### src/rtl/mul_pkg.sv
// mul_pkg: constants and types shared by the multiplier and its product accumulator
package mul_pkg;
    localparam int PROD_W = 8;
    typedef enum logic [1:0] {IDLE, ACCUM, HOLD} acc_state_e;
endpackage

### src/rtl/product_block_accumulator.sv
// product_block_accumulator: sums blocks of BLK_LEN products into a valid/ready result register
module product_block_accumulator #(
    parameter int PROD_W  = mul_pkg::PROD_W,
    parameter int BLK_LEN = 4,
    parameter int ACC_W   = 10
) (
    input  logic              clk,
    input  logic              rst_n,
    input  logic              clr,
    input  logic              in_valid,
    output logic              in_ready,
    input  logic [PROD_W-1:0] in_prod,
    output logic              out_valid,
    input  logic              out_ready,
    output logic [ACC_W-1:0]  out_sum,
    output logic              out_ovf,
    output logic              busy
);
    import mul_pkg::*;

    localparam int CW = BLK_LEN > 1 ? $clog2(BLK_LEN) : 1;
    localparam int SW = ACC_W + 1;

    if (BLK_LEN < 1 || ACC_W < PROD_W) begin : g_bad_params
        $error("product_block_accumulator: need BLK_LEN>=1 and ACC_W>=PROD_W");
    end

    acc_state_e       state, state_d;
    logic [ACC_W-1:0] acc;
    logic [CW-1:0]    cnt;
    logic             ovf_acc;
    logic [ACC_W:0]   sum;
    logic             accept, last;

    assign in_ready = state != HOLD;
    assign busy     = state == ACCUM;
    assign accept   = in_valid & in_ready;
    assign last     = cnt == CW'(BLK_LEN - 1);
    // top bit of sum is the carry out of the ACC_W-bit accumulator
    assign sum      = {1'b0, acc} + SW'(in_prod);

    always_comb begin
        state_d = state;
        if (clr) state_d = IDLE;
        else if (state == HOLD) state_d = out_ready ? IDLE : HOLD;
        else if (accept) state_d = last ? HOLD : ACCUM;
    end

    always_ff @(posedge clk or negedge rst_n)
        if (!rst_n) state <= IDLE;
        else state <= state_d;

    always_ff @(posedge clk or negedge rst_n) begin
        if (!rst_n) begin
            acc       <= '0;
            cnt       <= '0;
            ovf_acc   <= 1'b0;
            out_valid <= 1'b0;
            out_sum   <= '0;
            out_ovf   <= 1'b0;
        end else if (clr) begin
            acc       <= '0;
            cnt       <= '0;
            ovf_acc   <= 1'b0;
            out_valid <= 1'b0;
        end else if (accept && last) begin
            out_sum   <= sum[ACC_W-1:0];
            out_ovf   <= ovf_acc | sum[ACC_W];
            out_valid <= 1'b1;
            acc       <= '0;
            cnt       <= '0;
            ovf_acc   <= 1'b0;
        end else if (accept) begin
            acc     <= sum[ACC_W-1:0];
            cnt     <= cnt + CW'(1);
            ovf_acc <= ovf_acc | sum[ACC_W];
        end else if (out_valid && out_ready) begin
            out_valid <= 1'b0;
        end
    end
endmodule

### config.mk
export PLATFORM = sky130hd
export DESIGN_NAME = product_block_accumulator
export DESIGN_NICKNAME = d
export VERILOG_FILES = /design/src/rtl/mul_pkg.sv /design/src/rtl/product_block_accumulator.sv
export SDC_FILE = /design/constraint.sdc
export NUM_CORES = 1
export LEC_CHECK = 0
export CAP_MARGIN = 20
export CORE_ASPECT_RATIO = 1.1
export CORE_UTILIZATION = 29
export CTS_CLUSTER_DIAMETER = 40
export CTS_CLUSTER_SIZE = 16
export DETAILED_ROUTE_END_ITERATION = 6
export GPL_ROUTABILITY_DRIVEN = 0
export HOLD_SLACK_MARGIN = 0.15
export SLEW_MARGIN = 20
export SYNTH_ARGS = -nofsm -noshare
export SYNTH_HDL_FRONTEND = slang
export SYNTH_SLANG_ARGS = --single-unit
### constraint.sdc
create_clock -name clk -period 2.2 [get_ports clk]
set_input_delay 0.44 -clock clk [delete_from_list [all_inputs] [get_ports clk]]
set_output_delay 0.44 -clock clk [all_outputs]
set_load 0.1 [all_outputs]
==> Word level (Yosys, flattened, before mapping) <==
Cells that the tools add are included.
{ "classes": {"n_addsub": 2, "eq_ne": 5, "mux": 18, "bitwise": 3, "n_reduce_logical": 7} }
{ "op_table": {"columns": ["op", "count"], "rows": [
  ["2-to-1 mux 10 bit", 3],
  ["2-to-1 mux 2 bit", 8],
  ["adder 10 x 8 -> 11 bit", 1],
  ["nonzero test 3 bit", 3],
  ["2-to-1 mux 1 bit", 7],
  ["== test 2 bit (second input constant)", 2],
  ["AND reduction 2 bit", 2],
  ["inequality test 3 x 2 -> 1 bit (second input constant)", 1],
  ["adder 2 x 1 -> 2 bit (second input constant)", 1],
  ["== test 2 x 1 -> 1 bit (second input constant)", 1],
  ["logical AND 1 bit", 2],
  ["inequality test 2 bit (second input constant)", 1],
  ["AND 1 bit", 1],
  ["inverter 1 bit", 1],
  ["bitwise OR 1 bit", 1]
]} }
{ "totals": {"register_bits": 27, "inputBits": 13, "wordCells": 42} }

==> Longest topological paths before layout <==
{ "logic_depth": {"word_depth": 5, "mapped_depth": 7, "depth_no_buf": 7} }

==> Least setup slack after synthesis <==
Ideal clock, no wire load.
{ "synth_timing": {"path_type": "input -> register", "startpoint": "in in_prod[0]", "endpoint": "reg out_sum[8]", "setup_time_ns": 0.125, "arrival_time_ns": 2.137, "setup_slack_ns": -0.062, "path_stages": 7, "path_buffers": 0, "path_cell_list": "ha_1 -> fa_1 -> a21o_1 -> a311o_1 -> a221oi_4 -> xor2_1 -> o21ai_1"} }
{ "synth_between": {"elab_chain_cells": 1} }
{ "synth_rtl": {"columns": ["item", "line", "source"], "rows": [
  ["start, declared", "product_block_accumulator.sv:12", "input logic [PROD_W-1:0] in_prod,"],
  ["adder 10 x 8 -> 11 bit", "product_block_accumulator.sv:40", "assign sum = {1'b0, acc} + SW'(in_prod);"],
  ["end signal, assigned", "product_block_accumulator.sv:67", "out_sum <= sum[ACC_W-1:0];"],
  ["end, declared", "product_block_accumulator.sv:15", "output logic [ACC_W-1:0] out_sum,"]
]} }
No other way between the ends.
A chain may end at the register's enable or synchronous reset.

==> Final worst setup path <==
{ "layout_timing": {"startpoint": "in in_prod[4]", "endpoint": "reg out_sum[8]"} }
Same word-level chain as after synthesis.

==> metrics.txt <==
Leak Pwr=0.920 nW; Max FO, Critical Path=5; Power Density=869 mW/mm^2; # placed instances=209; Hold Crit Class=register to register; Chip Height=75.2 um; run status=completed; initial antenna violation count=0; Period Utilization, post-route=98.0%; hold_sp=out_sum[9]$_DFFE_PN0P_; Setup Skew=6.25 ps; Cell Area, Synth=0.00141 mm^2; CTS tree=done; H-tree depth=1; FF-to-FF setup slack=60 ps; RSZ-0062 raised after global routing=yes; DRT iter0 DRCs=49; Max-slew headroom=76.4%; max-slew violation count=0; vias in the first global route=1,150; TritonCTS buffer count=3; # DRC=0; fin nets=183; Hold-fix buffers, CTS=0; routed len/inst=14.9 um; area leader, netlist=dfrtp_1; Total Routing Usage GR=14.2%; CP arrival=2330 ps; worst-margin pin slew=354 ps; flops & latches, synth=27; final hold violations=0; GRT Residual Overflow=0; post-route antenna net violation count=0; pin count of the biggest net entering global routing=28; hold slack=501 ps; Placed Area=0.00178 mm^2; FF-to-FF End=out_sum[8]$_DFFE_PN0P_; first-pass GRT wire length=5310 um; Longest Clk Path Bufs=2; syn nets=142; Root Buffer=clkbuf_8; Ys Warns=0; top_reg_cell synth=dfrtp_1; Syn Inst Count=119; Port Buffers=26; number of buffers and inverters on the critical path=1; area share of the largest cell type after synthesis=47.8%; Vias per Instance=5.01; r2r startpoint=acc[0]$_DFFE_PN0P_; CTS sink count=27; worst IR drop on VDD=308 uV; core area=0.00465 mm^2; number of flops mapped to enable cells by yosys=0; Critical Path RT=2370 ps; drt total wl=3200 um; minimum clock period=2160 ps; die area=0.00516 mm^2; worst reg2reg path depth=7; mean post-synth cell area=11.9 um^2; CP Launch Point=in_prod[4]; Setup crit end kind=register; hold depth=2; CP Cell Sequence=clkdlybuf4s50_1 -> ha_1 -> a21o_1 -> a311o_1 -> a221oi_4 -> xor2_1 -> o21ai_1; Layout area overhead=31.1%; Fmax=0.464 GHz; # IOs=27; Starting Density=30.4%; first drt pass iteration count=4; fin area=0.00185 mm^2; Crit-path slowest cell=clkdlybuf4s50_1; Startpoint Class=input pin; Die W=68.6 um; detailed-route via count=1,077; max incr delay on CP=410 ps; # Max-Cap Violations=0; synth top area cells=dfrtp_1 48%, ha_1 8.0%, mux2_2 7.2%; Finished Layout Cells=215; number of diodes=0; register area share after synthesis=47.8%; Crit Path Class=input pin to register; Netlist cell types=35; Worst-Skew Late Latency=280 ps; CP delay by family, top=compound AO/OA/AOI/OAI gates; # rows=26; Setup violations, final=0; fraction of layout cells with a size suffix above 1=28.3%; Async S/R FF share, synth=100%; CTS clk-pin slew, worst paths=100 ps; total power=0.00161 W; Worst Hold Path EP=out_sum[9]$_DFFE_PN0P_
-- kinds of logic after synthesis --
logic type | count (synthesis) | share of synthesized area, %
buf+inv | 7 | 2.21
compound gates | 40 | 21.2
xor+xnor | 8 | 4.96
simple gates | 16 | 5.93
fa+ha+maj | 10 | 9.38
mux | 11 | 8.58
flops | 27 | 47.8
-- layout by cell type (no fill, tap or decap), types with 2 or more instances in the layout --
cell	synthesis	routed
nand3_1	2	2
clkdlybuf4s50_1	0	10
ha_1	9	8
o21ai_0	4	4
o211a_1	2	2
nand2b_1	3	3
nand2_1	6	6
o21ai_1	2	2
xnor2_1	6	6
a21oi_1	10	10
clkbuf_8	0	3
inv_1	3	3
buf_4	1	28
mux2_2	9	9
mux2i_1	2	2
dlygate4sd2_1	0	2
xor2_1	2	2
a22o_1	8	8
dfrtp_1	27	27
a21o_1	4	4
-- state kept, by name (all words and copies together), names as in the netlist --
signal     count
cnt            2
state          2
ovf_acc        1
out_ovf        1
out_valid      1
acc           10
out_sum       10
-- stage by stage --
step	TNS [ps]	worst slack, ps	util (%)
after floorplan	0	46.5	-
after global placement	-2730	-424	38.3
after detailed placement	-3410	-457	38.3
after CTS	0	3.15	39.6
after global routing	-26.8	-19.6	39.8
final	0	44.5	39.8
-- worst register-to-register path, stage by stage (launching register included) --
cell	delay, ps
dfrtp_1	420
ha_4	180
fa_2	330
a21o_1	190
a311o_1	310
a221oi_4	350
xor2_1	180
o21ai_1	70
-- cells in the mapped netlist, types with 2 or more instances --
| cell type | count |
|---|---|
| dfrtp_1 | 27 |
| a21oi_1 | 10 |
| ha_1 | 9 |
| mux2_2 | 9 |
| a22o_1 | 8 |
| nand2_1 | 6 |
| xnor2_1 | 6 |
| a21o_1 | 4 |
| o21ai_0 | 4 |
| inv_1 | 3 |
| nand2b_1 | 3 |
| clkbuf_1 | 2 |
| mux2i_1 | 2 |
| nand3_1 | 2 |
| o211a_1 | 2 |
| o21ai_1 | 2 |
| xor2_1 | 2 |
-- how the worst max path moves through the flow --
stage	to	cells after the start	slack, ps
global placement	out_sum[8]$_DFFE_PN0P_	8	-420
detailed placement	out_sum[8]$_DFFE_PN0P_	8	-460
CTS	out_sum[8]$_DFFE_PN0P_	7	3
global route	out_sum[8]$_DFFE_PN0P_	7	-20
finish	out_sum[8]$_DFFE_PN0P_	7	40
floorplan	out_sum[8]$_DFFE_PN0P_	7	50
-- what timing repair did --
item                                    CTS  global route
gates cloned                              0             0
pin swaps                                 7             8
endpoints found under the setup margin    5             4
setup buffers                             2             0
resized for setup                         3             1
-- layer usage --
layer  vias up  part of all wire, %  track usage [%]
met4         0                  2.2             7.64
li1        522                    -                -
met3         5                  3.8             1.52
met1       526                   46             16.9
met5         -                    0                0
met2        24                   47             24.6
-- power breakdown --
group	switching [W]	internal, W	total, W	leakage, nW
combinational	0.000469	0.000239	0.000708	0.530
clock	0.000165	0.000127	0.000292	0.0255
sequential	0.0000467	0.000564	0.000611	0.365
-- area by class of cell --
type | count | area [um^2]
multi-input cells | 85 | 722
clock inverters | 1 | 5.00
inverters | 3 | 11.3
fillers | 446 | 2800
repair buffers | 40 | 328
flip-flops and latches | 27 | 676
well taps | 56 | 70.1
clock buffers | 3 | 41.3
Power figures use the tool's default switching activity.
